--- config.mk ---
export PLATFORM = sky130hd
export DESIGN_NAME = drygascon_bdo_serializer
export DESIGN_NICKNAME = d
export VERILOG_FILES = /design/src/rtl/drygascon_pkg.sv /design/src/rtl/drygascon_lane_mask.sv /design/src/rtl/drygascon_bdo_serializer.sv
export SDC_FILE = /design/constraint.sdc
export NUM_CORES = 1
export LEC_CHECK = 0
export CAP_MARGIN = 15
export CORE_MARGIN = 2
export CORE_UTILIZATION = 50
export CTS_BUF_LIST = sky130_fd_sc_hd__clkbuf_8
export DETAILED_ROUTE_END_ITERATION = 10
export GPL_TIMING_DRIVEN = 1
export PLACE_DENSITY = 0.87
export SETUP_SLACK_MARGIN = 0.4
export SYNTH_ARGS = -nofsm -noshare
export SYNTH_HDL_FRONTEND = slang
export SYNTH_HIERARCHICAL = 1
export SYNTH_SLANG_ARGS = --single-unit
--- constraint.sdc ---
create_clock -name clk -period 2.7 [get_ports clk]
set_clock_uncertainty 0.15 [all_clocks]
set_input_delay 0.81 -clock clk [delete_from_list [all_inputs] [get_ports clk]]
set_output_delay 0.81 -clock clk [all_outputs]
set_load 0.05 [all_outputs]
--- src/rtl/drygascon_pkg.sv ---
// drygascon_pkg: shared constants, LWC segment codes and serializer states
package drygascon_pkg;
    localparam int CCW       = 32;
    localparam int CCWdiv8   = CCW / 8;
    localparam int BLK_BITS  = 256;
    localparam int BLK_WORDS = BLK_BITS / CCW;
    localparam int BLK_BYTES = BLK_BITS / 8;

    localparam int DRYSPONGE_BLOCKSIZE_BITS  = BLK_BITS;
    localparam int DRYSPONGE_BLOCKSIZE_BYTES = BLK_BYTES;
    localparam int DRYSPONGE_BLOCKSIZE_WORDS = BLK_WORDS;

    localparam logic [3:0] HDR_NPUB       = 4'b1101;
    localparam logic [3:0] HDR_PT         = 4'b0100;
    localparam logic [3:0] HDR_CT         = 4'b0101;
    localparam logic [3:0] HDR_TAG        = 4'b1000;
    localparam logic [3:0] HDR_HASH_VALUE = 4'b1001;

    typedef enum logic [1:0] {
        S_IDLE = 2'd0,
        S_SEND = 2'd1,
        S_AUTH = 2'd2
    } ser_state_t;
endpackage

--- src/rtl/drygascon_lane_mask.sv ---
// drygascon_lane_mask: remaining byte count to byte-lane valid mask and data zeroing mask
module drygascon_lane_mask
    import drygascon_pkg::*;
(
    input  logic [5:0]         rem_bytes,
    output logic [CCWdiv8-1:0] valid_bytes,
    output logic [CCW-1:0]     zero_mask
);
    // Lanes fill from the MSB because the first byte of a word sits in its top bits
    always_comb begin
        valid_bytes = rem_bytes >= 6'd4 ? 4'b1111 :
                      rem_bytes == 6'd3 ? 4'b1110 :
                      rem_bytes == 6'd2 ? 4'b1100 :
                      rem_bytes == 6'd1 ? 4'b1000 : 4'b0000;
    end

    for (genvar i = 0; i < CCWdiv8; i++) begin : g_lane
        assign zero_mask[i*8 +: 8] = {8{valid_bytes[i]}};
    end
endmodule

--- src/rtl/drygascon_bdo_serializer.sv ---
// drygascon_bdo_serializer: streams 256-bit core result blocks as 32-bit bdo words and forwards tag verdicts
module drygascon_bdo_serializer
    import drygascon_pkg::*;
(
    input  logic                clk,
    input  logic                rst,
    input  logic [BLK_BITS-1:0] blk_data,
    input  logic [5:0]          blk_bytes,
    input  logic [3:0]          blk_type,
    input  logic                blk_last,
    input  logic                blk_valid,
    output logic                blk_ready,
    input  logic                auth_ok,
    input  logic                auth_valid,
    output logic                auth_ready,
    output logic [CCW-1:0]      bdo,
    output logic                bdo_valid,
    input  logic                bdo_ready,
    output logic [3:0]          bdo_type,
    output logic [CCWdiv8-1:0]  bdo_valid_bytes,
    output logic                end_of_block,
    output logic                msg_auth,
    output logic                msg_auth_valid,
    input  logic                msg_auth_ready
);
    ser_state_t          state, state_nx;
    logic [BLK_BITS-1:0] sr;
    logic [5:0]          rem;
    logic [5:0]          bytes_sat;
    logic [3:0]          typ;
    logic                last, verdict;
    logic [CCWdiv8-1:0]  lanes;
    logic [CCW-1:0]      zmask;
    logic                blk_fire, auth_fire, bdo_fire, final_word;

    drygascon_lane_mask u_lane_mask (
        .rem_bytes   (rem),
        .valid_bytes (lanes),
        .zero_mask   (zmask)
    );

    assign bytes_sat  = blk_bytes > 6'd32 ? 6'd32 : blk_bytes;
    assign blk_ready  = state == S_IDLE;
    assign auth_ready = state == S_IDLE && !blk_valid;
    assign blk_fire   = blk_ready && blk_valid;
    assign auth_fire  = auth_ready && auth_valid;
    assign final_word = rem <= 6'd4;
    assign bdo_fire   = bdo_valid && bdo_ready;

    // All outputs decode registered state only, so ready inputs never reach them combinationally
    always_comb begin
        bdo_valid       = state == S_SEND;
        bdo             = bdo_valid ? sr[BLK_BITS-1 -: CCW] & zmask : '0;
        bdo_valid_bytes = bdo_valid ? lanes : '0;
        bdo_type        = bdo_valid ? typ : 4'b0;
        end_of_block    = bdo_valid && last && final_word;
        msg_auth_valid  = state == S_AUTH;
        msg_auth        = msg_auth_valid && verdict;
    end

    // Block offers win over verdicts; empty blocks are swallowed without leaving idle
    always_comb begin
        state_nx = state;
        unique case (state)
            S_IDLE:  state_nx = blk_fire ? (bytes_sat != 6'd0 ? S_SEND : S_IDLE) :
                                auth_fire ? S_AUTH : S_IDLE;
            S_SEND:  state_nx = bdo_fire && final_word ? S_IDLE : S_SEND;
            S_AUTH:  state_nx = msg_auth_ready ? S_IDLE : S_AUTH;
            default: state_nx = S_IDLE;
        endcase
    end

    // State register
    always_ff @(posedge clk) begin
        if (rst) state <= S_IDLE;
        else     state <= state_nx;
    end

    // Block capture, word shifting and verdict latch
    always_ff @(posedge clk) begin
        if (rst) begin
            sr      <= '0;
            rem     <= '0;
            typ     <= '0;
            last    <= 1'b0;
            verdict <= 1'b0;
        end else if (blk_fire) begin
            sr   <= blk_data;
            rem  <= bytes_sat;
            typ  <= blk_type;
            last <= blk_last;
        end else if (auth_fire) begin
            verdict <= auth_ok;
        end else if (bdo_fire) begin
            sr  <= sr << CCW;
            rem <= final_word ? 6'd0 : rem - 6'd4;
        end
    end
endmodule

== After elaboration in Yosys (flattened, before gate mapping) ==
Index checks and enable logic that the tools add are counted.
Widths: inputs -> output; s select.
Word-level totals
  flip-flop bits (word level): 270
  output and inout bits: 46
Operators by class
  add/sub/neg operators: 1
  $lt $le $gt $ge: 3
  equal/unequal tests: 6
  mux-type cells: 21
  bitwise gates (word level): 2
  reductions and logical operators: 14
Operators with widths (number)
  $mux 256: 3
  $and 32x32->32: 1
  $mux 32: 1
  $mux 6: 5
  $mux 4: 6
  $eq 6x2->1 const B: 2
  $logic_and 1x1->1: 8
  $eq 6x1->1 const B: 1
  $ge 6x3->1 const B: 1
  $gt 6x6->1 const B: 1
  $le 6x3->1 const B: 1
  $mux 2: 3
  $pmux 2 s3: 1
  $reduce_bool 6->1: 1
  $sub 6x3->6 const B: 1
  $reduce_and 2->1: 2
  $eq 2x1->1 const B: 1
  $eq 2x2->1 const B: 1
  $logic_not 2->1: 1
  $mux 1: 2
  $ne 2x2->1 const B: 1
  $reduce_bool 2->1: 1
  $logic_not 1->1: 1
  $not 1->1: 1

== Logic depth before layout (Yosys ltp) ==
  word-level depth: 7
  mapped depth: 7
  depth with buffers taken out: 6

== Hierarchy ==
Netlist, hierarchy kept.
By module, submodules not included
  drygascon_bdo_serializer: times used 1, cells each 1496, area an instance 11765.0 sq um, sequential area each 5405.2 sq um
  drygascon_lane_mask: times used 1, cells each 38, area an instance 277.8 sq um, sequential area each 0.0 sq um

== Worst setup path after synthesis ==
OpenSTA, ideal clock, no wires.
  path type: input to output
  start point: in blk_valid
  end point: out auth_ready
  arrival: 2.048 ns
  required time: 1.740 ns
  setup slack: -0.308 ns
  stages on the path: 2
  buffers on the path: 1
  cell sequence: buf_4 > nor3_1
Between the ends
  longest elaborated chain between the ends: 2
RTL lines
  start: declaration: RTL line drygascon_bdo_serializer.sv:11  | input logic blk_valid,
  $logic_not 1->1: RTL line drygascon_bdo_serializer.sv:44  | assign auth_ready = state == S_IDLE && !blk_valid;
  $logic_and 1x1->1: RTL line drygascon_bdo_serializer.sv:44
  end: declaration: RTL line drygascon_bdo_serializer.sv:15  | output logic auth_ready,
No other way between the ends.

== Worst setup path in the final report ==
  start point: reg rem[1]
  end point: out bdo[9]
Between the ends
  longest elaborated chain between the ends: 6
  elaborated cells between the ends (all ways): 8
  classes of those cells: order compare: 1; eq/ne: 2; mux: 4; bitwise: 1
RTL lines
  start: declaration: RTL line drygascon_bdo_serializer.sv:28  | logic [5:0] rem;
  start signal: assignment: RTL line drygascon_bdo_serializer.sv:89  | rem <= bytes_sat;
  start signal: assignment: RTL line drygascon_bdo_serializer.sv:96  | rem <= final_word ? 6'd0 : rem - 6'd4;
  branches (longest 3 deep; another with $ge 6x3->1)
  $mux 4 *: RTL line drygascon_lane_mask.sv:11  | valid_bytes = rem_bytes >= 6'd4 ? 4'b1111 :
  named net lanes[1]: RTL line drygascon_bdo_serializer.sv:32  | logic [CCWdiv8-1:0] lanes;
  $and 32x32->32 *: RTL line drygascon_bdo_serializer.sv:53  | bdo = bdo_valid ? sr[BLK_BITS-1 -: CCW] & zmask : '0;
  $mux 32 *: RTL line drygascon_bdo_serializer.sv:53
  end: declaration: RTL line drygascon_bdo_serializer.sv:16  | output logic [CCW-1:0] bdo,
Mark *: on every way through the listed nets, which the timed path passes.

==> summary.md <==
| Metric | Value |
|---|---|
| Endpoint of the worst hold path | `sr[125]` |
| Maximum number of pins on one net before global-route repair | `83` |
| Worst-path cell chain | `nand2_1 > nand2_8 > and3_4 > buf_12` |
| Synth area leaders | `sky130_fd_sc_hd__dfxtp_1, sky130_fd_sc_hd__a311oi_1, sky130_fd_sc_hd__nand2_1` |
| Endpoints failing setup | `39` |
| Number of filler cells placed in the layout | `approximately 1000` |
| Status | `finished with violations` |
| Total power density per cell area | `around 630 nW/µm²` |
| Overall power consumption | `roughly 13000 µW` |
| Req. time, crit path | `1.74 ns` |
| Logic gate share of total power | `33.9%` |
| Class of the worst hold path | `flip-flop to flip-flop` |
| Detail-routed via count per cell | `6.586` |
| Share of layout cells above drive strength 1 | `~30%` |
| Chip width | `159.2 µm` |
| Antenna-violating nets left | `0` |
| Proportion of synthesized flip-flops having asynchronous set or reset | `0%` |
| Number of cells in the finished layout apart from fillers | `2205` |
| Clock Root Buffer | `sky130_fd_sc_hd__clkbuf_8` |
| Sequential-to-total area share from yosys stat | `44.88%` |
| Avg Synthesized Cell Area | `7.851 µm²` |
| Pins over their slew limit | `0` |
| Clock Power Share | `between 20 and 30%` |
| Global-route usage over all layers | `approximately 30%` |
| Initial antenna violation count | `6` |
| Kind of end point of the critical path | `output port` |
| Upper clock frequency limit | `0.3038 GHz` |
| Clk slew on worst S/H paths | `0.06 ns` |
| Transition time at the pin with the least slew margin | `0.9587 ns` |
| Worst Setup Start Kind | `flip-flop` |
| Area fraction of the dominant cell type after synthesis | `44.88%` |
| Buffers added on ports | `between 300 and 400` |
| Initial core utilization | `51.15%` |
| Utilization after layout | `85.36%` |
| Synth Warn # | `6` |
| Largest area contributor in the synthesized netlist | `sky130_fd_sc_hd__dfxtp_1` |
| Wire length of the first global-routing pass | `64030 µm` |
| Clk sinks | `270` |
| Largest vdd supply drop | `0.4419 mV` |
| Number of optimization iterations in the first detailed-route pass | `6` |
| Number of enable-type register cells in the synthesized netlist | `0` |
| Busiest layer in global routing | `met2` |
| Boundary Pins | `320` |
| Total DRC errors in the routed layout | `0` |
| Final HPWL DP | `between 20000 and 30000 µm` |
| Internal power component | `between 8000 and 9000 µW` |
| Number of maximum-capacitance constraint violations | `0` |
| Switching fraction of total power | `35.11%` |
| Number of hold-slack violations in the final timing report | `0` |
| Share of total power in sequential cells | `38.5%` |
| Met3 track utilization from global routing | `roughly 7.4%` |
| Maximum fanout count along the critical path | `6` |
| Final weighted congestion in routability-driven placement | `~0.87` |
| DR vias | `14520` |
| Category of the critical setup timing path | `flip-flop to output port` |
| Wire length after detailed routing | `approximately 57000 µm` |
| Source of the worst hold timing path | `sr[93]` |
| Max clock buf depth | `3` |
| Post-synthesis instance total | `1534` |
| Family of cells with the greatest summed delay on the critical path | `simple AND/OR/NAND/NOR gates` |
| WL/cell | `25.99 µm` |
| Grt ovf | `0` |
| Reg-to-reg critical path startpoint | `state[1]` |
| Worst-Skew Late Latency | `0.55 ns` |
| Cell leakage power | `0.007822 µW` |
| Switching power | `4444 µW` |
| Internal reg-to-reg setup slack | `-0.26 ns` |
| Count of unique library cells instantiated by Yosys | `40` |
| Prevailing post-synth register cell | `sky130_fd_sc_hd__dfxtp_1` |
| Sum of negative setup slack | `-14.54 ns` |
| CTS H-Tree Depth | `2` |
| Post-synth net total | `1810` |
| Cell depth of the worst min-delay path | `2` |
| Hold bufs inserted after CTS | `0` |
| Min Tclk post-route | `roughly 3.3 ns` |
| Number of nets in the finished design | `2135` |
| Post-synthesis cell area | `12040 µm²` |
| Overall die height | `159.2 µm` |
| Core Footprint | `about 24000 µm²` |
| Data arrival time at the worst-slack endpoint | `between 2 and 2.5 ns` |
| Die area | `roughly 25000 µm²` |
| Worst relative slew slack | `35.41%` |
| Worst hold margin | `0.3293 ns` |
| Setup repair after global routing missed its margin | `true` |
| Reg-to-reg critical path endpoint | `sr[249]` |
| Cell with the largest stage delay on the worst path | `sky130_fd_sc_hd__dfxtp_1` |
| Sequential Area | `5420 µm²` |
| Area added between synthesis and finish | `66.88%` |
| Met2 GRT Util | `51.21%` |
| TritonCTS clock tree | `yes` |
| Combined area of the multi-input logic cells | `roughly 7700 µm²` |
| Number of register bits inferred by synthesis | `270` |
| GR Util met1 | `36.94%` |
| Fraction of the cycle the final worst path needs | `121.9%` |
| Slowest stage delay, CP | `0.70 ns` |
| Count of routing violations after the opening detailed-route iteration | `1888` |
| Cell types with the highest counts after synthesis | `sky130_fd_sc_hd__nand2_1, sky130_fd_sc_hd__dfxtp_1, sky130_fd_sc_hd__nor2_1` |
| Cell count after placement | `2052` |
| PnR worst setup slack | `-0.5913 ns` |
| Worst R2R Path Depth | `13` |
| Clock buffer count from CTS | `45` |
| Vias in the first global route | `12470` |
| Standard-cell rows | `56` |
| Violated checks | `negative setup slack` |
| Buf+Inv Stages, Crit Path | `1` |
| Cell with the most instances after synthesis | `sky130_fd_sc_hd__nand2_1` |
==> cell usage in the layout, fill, tap and decap left out, drive strengths merged, types with 18 or more instances in the layout <==
master | synthesis | routed
dfxtp | 270 | 270
inv | 8 | 18
a311oi | 226 | 226
clkdlybuf4s50 | 0 | 271
nor2 | 267 | 267
and3 | 33 | 33
buf | 113 | 160
nand2 | 462 | 463
clkbuf | 62 | 77
a22oi | 32 | 32
==> metrics by stage <==
stage | setup slack, ns | area (µm²)
after floorplan | 0.2748 | 12230
after global placement | -0.07388 | 16070
after detailed placement | -0.1719 | 16070
after CTS | -0.3028 | 17500
after global routing | -0.5418 | 20090
final | -0.5913 | 20100
==> per-layer routing <==
| metal | vias to the layer above | routed length, µm |
|---|---|---|
| li1 | 5998 | - |
| met1 | 6767 | 19370 |
| met2 | 1320 | 26210 |
| met3 | 436 | 6440 |
| met4 | 2 | 5264 |
| met5 | - | 13 |
==> how the worst max path moves through the flow <==
stage          startpoint       to  slack [ns]  cells after the start
5_1_grt            rem[1]   bdo[9]       -0.54                      4
4_1_cts            rem[5]  bdo[30]       -0.30                      5
3_3_place_gp    blk_valid  sr[136]       -0.07                      7
2_1_floorplan      rem[3]  bdo[24]        0.27                      5
6_report           rem[1]   bdo[9]       -0.59                      4
3_5_place_dp    blk_valid  sr[203]       -0.17                      6
==> sequential cells by signal (all words and copies together), names as in the netlist <==
| name | cells |
|---|---|
| last | 1 |
| typ | 4 |
| rem | 6 |
| verdict | 1 |
| sr | 256 |
| state | 2 |
==> kinds of logic (layout without fill, tap and decap cells) <==
| family | count (synthesis) | count (layout) | share of synthesized area (%) |
|---|---|---|---|
| buffers and inverters | 185 | 530 | 7.834 |
| adder cells (fa/ha/maj) | 2 | 2 | 0.2078 |
| AND/OR/NAND/NOR | 789 | 791 | 25.98 |
| flip-flops | 270 | 270 | 44.88 |
| XOR/XNOR | 2 | 2 | 0.1455 |
| AO/OA/AOI/OAI | 285 | 285 | 20.86 |
| multiplexers | 1 | 1 | 0.08312 |
| other | 0 | 5 | 0 |
==> final cells by class <==
class | instances | area share, %
antenna | 5 | 0.06226
clock buffer | 55 | 3.767
clock inverter | 14 | 0.2802
inverter | 8 | 0.1930
multi-input combinational | 1081 | 38.21
sequential | 270 | 26.97
tap | 319 | 1.986
timing repair buffer | 453 | 28.53
==> timing repair <==
item	CTS	global route
resized for setup	81	389
pin swaps	30	222
buffers inserted	24	19
setup endpoints to repair	53	270
cloned	7	29
==> worst register-to-register path: stages (launching register included) <==
cell,delay (ns)
sky130_fd_sc_hd__dfxtp_4,0.37
sky130_fd_sc_hd__buf_6,0.12
sky130_fd_sc_hd__buf_6,0.11
sky130_fd_sc_hd__buf_6,0.11
sky130_fd_sc_hd__buf_6,0.12
sky130_fd_sc_hd__buf_6,0.11
sky130_fd_sc_hd__buf_6,0.11
sky130_fd_sc_hd__nor3b_4,0.24
sky130_fd_sc_hd__buf_4,0.17
sky130_fd_sc_hd__buf_8,0.15
sky130_fd_sc_hd__buf_16,0.15
sky130_fd_sc_hd__buf_8,0.13
sky130_fd_sc_hd__nand2_4,0.07
sky130_fd_sc_hd__a311oi_2,0.67
==> power groups by stage <==
stage	registers (µW)	clock network, µW	logic, µW
finish	4880	3490	4290
global route	4890	3640	4440
CTS	4790	3380	3010
detailed placement	4870	0	2760
global placement	4840	0	2670
floorplan	4760	0	1910
Note: power is estimated with default switching activity, not from simulation.
